**src/rtl/ram_loader_16x8.sv**
```systemverilog
// ram_loader_16x8: streams DEPTH bytes into the RAM in program mode, then optionally verifies them by checksum read-back
module ram_loader_16x8 #(
  parameter int DEPTH = 16,
  parameter int ADDR_WIDTH = 4,
  parameter bit VERIFY = 1'b1
) (
  input  logic                  i_clock,
  input  logic                  i_reset_n,
  input  logic                  i_start,
  input  logic                  i_byte_valid,
  input  logic [7:0]            i_byte,
  output logic                  o_byte_ready,
  input  logic [7:0]            i_ram_data,
  output logic                  o_program_mode,
  output logic [7:0]            o_program_data,
  output logic [ADDR_WIDTH-1:0] o_address,
  output logic                  o_write_enable,
  output logic                  o_read_enable,
  output logic                  o_busy,
  output logic                  o_done,
  output logic                  o_verify_error,
  output logic [7:0]            o_checksum
);
  typedef enum logic [2:0] {
    IDLE, WAIT_BYTE, WR_SETUP, WR_STROBE, WR_HOLD, RD_SETUP, RD_STROBE, DONE
  } state_t;
  state_t                  state, state_nx;
  logic [ADDR_WIDTH-1:0]   address_nx;
  logic [7:0]              data_nx, checksum_nx, read_sum, read_sum_nx;
  logic                    verify_error_nx, last;
  // Strobes and status decode straight from the state so they drop on the same edge as any state change
  assign o_byte_ready   = state == WAIT_BYTE;
  assign o_program_mode = state inside {WAIT_BYTE, WR_SETUP, WR_STROBE, WR_HOLD};
  assign o_write_enable = state == WR_STROBE;
  assign o_read_enable  = state == RD_STROBE;
  assign o_busy         = !(state inside {IDLE, DONE});
  assign o_done         = state == DONE;
  // Next-state and datapath updates; the address wraps to 0 naturally because DEPTH fills the address space
  always_comb begin
    state_nx        = state;
    address_nx      = o_address;
    data_nx         = o_program_data;
    checksum_nx     = o_checksum;
    read_sum_nx     = read_sum;
    verify_error_nx = o_verify_error;
    last            = o_address == ADDR_WIDTH'(DEPTH - 1);
    case (state)
      IDLE, DONE: if (i_start) begin
        state_nx        = WAIT_BYTE;
        address_nx      = '0;
        checksum_nx     = '0;
        read_sum_nx     = '0;
        verify_error_nx = 1'b0;
      end
      WAIT_BYTE: if (i_byte_valid) begin
        data_nx     = i_byte;
        checksum_nx = o_checksum + i_byte;
        state_nx    = WR_SETUP;
      end
      WR_SETUP:  state_nx = WR_STROBE;
      WR_STROBE: state_nx = WR_HOLD;
      WR_HOLD: begin
        address_nx = o_address + ADDR_WIDTH'(1);
        state_nx   = !last ? WAIT_BYTE : VERIFY ? RD_SETUP : DONE;
      end
      RD_SETUP:  state_nx = RD_STROBE;
      RD_STROBE: begin
        read_sum_nx     = read_sum + i_ram_data;
        address_nx      = o_address + ADDR_WIDTH'(1);
        state_nx        = last ? DONE : RD_SETUP;
        verify_error_nx = last ? read_sum_nx != o_checksum : o_verify_error;
      end
      default: state_nx = IDLE;
    endcase
  end
  // State and datapath registers with synchronous active-low reset
  always_ff @(posedge i_clock) begin
    if (!i_reset_n) begin
      state          <= IDLE;
      o_address      <= '0;
      o_program_data <= '0;
      o_checksum     <= '0;
      read_sum       <= '0;
      o_verify_error <= 1'b0;
    end else begin
      state          <= state_nx;
      o_address      <= address_nx;
      o_program_data <= data_nx;
      o_checksum     <= checksum_nx;
      read_sum       <= read_sum_nx;
      o_verify_error <= verify_error_nx;
    end
  end
endmodule

```
**config.mk**
```make
export PLATFORM = sky130hd
export DESIGN_NAME = ram_loader_16x8
export DESIGN_NICKNAME = d
export VERILOG_FILES = /design/src/rtl/ram_loader_16x8.sv
export SDC_FILE = /design/constraint.sdc
export NUM_CORES = 1
export LEC_CHECK = 0
export CAP_MARGIN = 20
export CORE_MARGIN = 10
export CORE_UTILIZATION = 51
export CTS_CLUSTER_DIAMETER = 30
export DETAILED_ROUTE_END_ITERATION = 7
export GPL_ROUTABILITY_DRIVEN = 0
export HOLD_SLACK_MARGIN = 0.15
export MAX_ROUTING_LAYER = met4
export PLACE_DENSITY = 0.81
export SLEW_MARGIN = 10
export SYNTH_ARGS = -nofsm -noshare
export SYNTH_HDL_FRONTEND = slang
export SYNTH_SLANG_ARGS = --single-unit
```
**constraint.sdc**
```tcl
create_clock -name i_clock -period 3.1 [get_ports i_clock]
set_clock_uncertainty 0.1 [all_clocks]
set_input_delay 0.62 -clock i_clock [delete_from_list [all_inputs] [get_ports i_clock]]
set_output_delay 0.62 -clock i_clock [all_outputs]
set_load 0.05 [all_outputs]
```
==> results.py, run 1 <==
metrics = {
    "logic_synthesis": {
        "ys_types": 45,
        "ys_ff_latch": 32,
        "synthesis.area_um2": 2130,
        "syn_avg_cell_area_um2": 8.23,
        "syn_nets": 296,
        "syn_inst": 259,
        "synth-main-ff-cell": "dfxtp_1",
        "synth_edf_count": 0,
        "async_flop_share_pct": 0,
        "ys_warn_count": 0,
        "ys_seq_area_share_pct": 30.1,
    },
    "worst_setup_path": {
        "endpoint_kind": "output port",
        "worstSetupPathType": "reg -> out",
        "reg2regPathDepth": 8,
        "r2r_start": "read_sum[0]",
        "timing.rr.end": "read_sum[6]",
        "reg2reg_slack_ps": 870,
        "crit_arrival_ps": 2160,
        "cp_data_required_time_ps": 2380,
        "cp_max_fo": 16,
        "cp-start-kind": "register",
    },
    "clock_network": {
        "cts_setup_buffers": 0,
        "cts_resized": 0,
        "cts_hold_buf": 0,
        "path_clk_slew_ps": 70,
        "cts_tree": "done",
        "htree_levels": 2,
        "insertion_delay_ps": 280,
        "cts_sinks": 32,
        "clock_path_buffers": 2,
        "root_buffer": "clkbuf_8",
        "cts_made_buffers": 5,
    },
    "timing": {
        "fin_setup_tns_ps": 0,
        "max_slew.worst_pin.slew_ps": 585,
        "fin_crit_ps": 2880,
        "slew_headroom_pct": 60.9,
        "hold_violations": 0,
        "maxSlewViolCount": 0,
        "setup_viol": 0,
        "rsz0062_at_grt": "false",
        "finalCritPeriodShare_pct": 92.8,
        "fmaxAchievable_ghz": 0.347,
        "hold_slack_ps": 353,
    },
    "detailed_routing": {
        "vias_per_cell": 5.66,
        "vias": 1994,
        "routed_wl_um": 5370,
        "drt_iter0_drc": 84,
        "first_pass_iters": 5,
        "routedWlPerCell_um": 15.3,
        "drc": 0,
        "antenna_left": 0,
    },
    "power_and_ir_drop": {
        "leakagePower_nw": 1.11,
        "power_density_nw_per_um2": 399,
        "peakVddDrop_uv": 262,
    },
    "final_layout": {
        "area.sequential_um2": 641,
        "drive_above_1_share_pct": 4.97,
        "layout_common_cells": "46 x clkdlybuf4s50_1, 32 x nand2_1, 32 x dfxtp_1",
        "syn_to_final_growth_pct": 27.4,
        "layout_commonest_cell": "clkdlybuf4s50_1",
        "layout.nets": 338,
        "diodes": 0,
        "multi_input_area_um2": 1410,
        "final.fill_count": 358,
    },
    "floorplan": {
        "fp.dieArea_um2": 7160,
        "start_util_pct": 52.9,
        "rows": 23,
        "fp.dieW_um": 84.6,
        "die_height_um": 84.6,
        "core_area_um2": 4030,
        "pin_count": 47,
    },
    "place": {
        "dp_hpwl_um": 3940,
        "place.port_buffers": 46,
    },
    "min_path": {
        "hold_class": "reg -> reg",
        "whs_path_depth": 2,
        "min_from": "o_program_data[4]",
        "min_to": "o_program_data[4]",
    },
    "global_routing": {
        "grt_overflow": 0,
        "track_usage_pct": 14.9,
        "grt_pass1_vias": 1934,
        "grt_max_degree": 22,
        "antenna_found_initial": 0,
        "grt_pass1_wl_um": 8880,
    },
    "flow_run": {
        "cap_violations": 0,
    },
    "run_status": {
        "status": "finished, final reports clean",
    },
}
## area by class of cell
class / count / share of cell area, %
clock inverter: 2 / 1.29
multi-input combinational: 210 / 51.9
timing repair buffer: 49 / 17.8
tap: 50 / 2.30
sequential: 32 / 23.6
clock buffer: 6 / 2.67
inverter: 3 / 0.415
## where the power goes
| part | internal, mW | total [mW] | switching [mW] |
|---|---|---|---|
| Sequential | 0.423 | 0.440 | 0.0172 |
| Clock | 0.239 | 0.395 | 0.157 |
| Combinational | 0.101 | 0.247 | 0.145 |
## per-stage QoR
step / cells / cell area, µm² / total power [mW] / setup slack [ps] / utilization, %
floorplan: 259 / 2130 / 0.611 / 694 / -
global placement: 344 / 2610 / 0.689 / 158 / 64.7
detailed placement: 344 / 2610 / 0.694 / 142 / 64.7
CTS: 352 / 2720 / 1.09 / 203 / 67.4
global route: 352 / 2720 / 1.13 / 81.9 / 67.4
finish: 352 / 2720 / 1.08 / 222 / 67.4
## state kept, by name (all words and copies together) (netlist names)
| signal | flops |
|---|---|
| o_verify_error | 1 |
| o_program_data | 8 |
| read_sum | 8 |
| o_address | 4 |
| state | 3 |
| o_checksum | 8 |
## cell usage after synthesis (2+ instances only)
master / n / area [µm²]
a211oi_1: 3 / 22.5
a21boi_0: 13 / 97.6
a21boi_1: 5 / 37.5
a21o_1: 5 / 37.5
a21oi_1: 17 / 85.1
a31oi_1: 2 / 12.5
and2_1: 9 / 56.3
and3_1: 4 / 25.0
and3b_1: 2 / 17.5
buf_2: 4 / 20.0
clkbuf_1: 7 / 26.3
dfxtp_1: 32 / 641
fa_1: 2 / 40.0
ha_1: 15 / 188
inv_1: 3 / 11.3
mux2i_1: 2 / 20.0
nand2_1: 32 / 120
nand2b_1: 2 / 12.5
nand3_1: 20 / 100
nand4_1: 6 / 37.5
nor2_1: 13 / 48.8
nor2b_1: 3 / 18.8
nor3_1: 6 / 30.0
o21ai_0: 11 / 55.1
o21bai_1: 2 / 15.0
or3_1: 2 / 12.5
xnor2_1: 13 / 114
xor2_1: 7 / 61.3
## cells by family (layout without fill, tap and decap cells)
logic type / count (synthesis) / after routing / synth area share, %
adder cells (fa/ha/maj): 17 / 17 / 10.7
AND/OR/NAND/NOR: 107 / 107 / 26.2
multiplexers: 2 / 2 / 0.940
XOR/XNOR: 21 / 21 / 9.28
buffers and inverters: 17 / 60 / 3.76
flip-flops: 32 / 32 / 30.1
AO/OA/AOI/OAI: 63 / 63 / 19.0
## worst max-delay path, cell delays in order, from the launching register on
cell and delay, ps:
dfxtp_1 590, nand3b_4 250, inv_1 200, clkdlybuf4s50_1 830
## worst max-delay path by stage
stage	startpoint	end	cells past startpoint
6_report	state[2]	o_read_enable	3
5_1_grt	state[2]	o_read_enable	3
4_1_cts	state[2]	o_read_enable	3
3_5_place_dp	i_ram_data[0]	read_sum[6]	9
3_3_place_gp	i_ram_data[0]	read_sum[6]	9
2_1_floorplan	i_ram_data[0]	o_verify_error	8
## layer usage
layer | up-vias | routed length (µm) | GRT usage, %
li1 | 1010 | - | -
met3 | 6 | 381 | 5.22
met4 | 0 | 55 | 4.19
met1 | 915 | 2300 | 17.0
met2 | 63 | 2630 | 24.2
met5 | - | 0 | -
(Power assumes the default switching activity.)
==> inputs of run 2 (changes only) <==
- HOLD_SLACK_MARGIN: 0.15 -> not set
==> results of run 2 <==
Same layout as run 1: the final DEF is identical, and so are final timing and power.
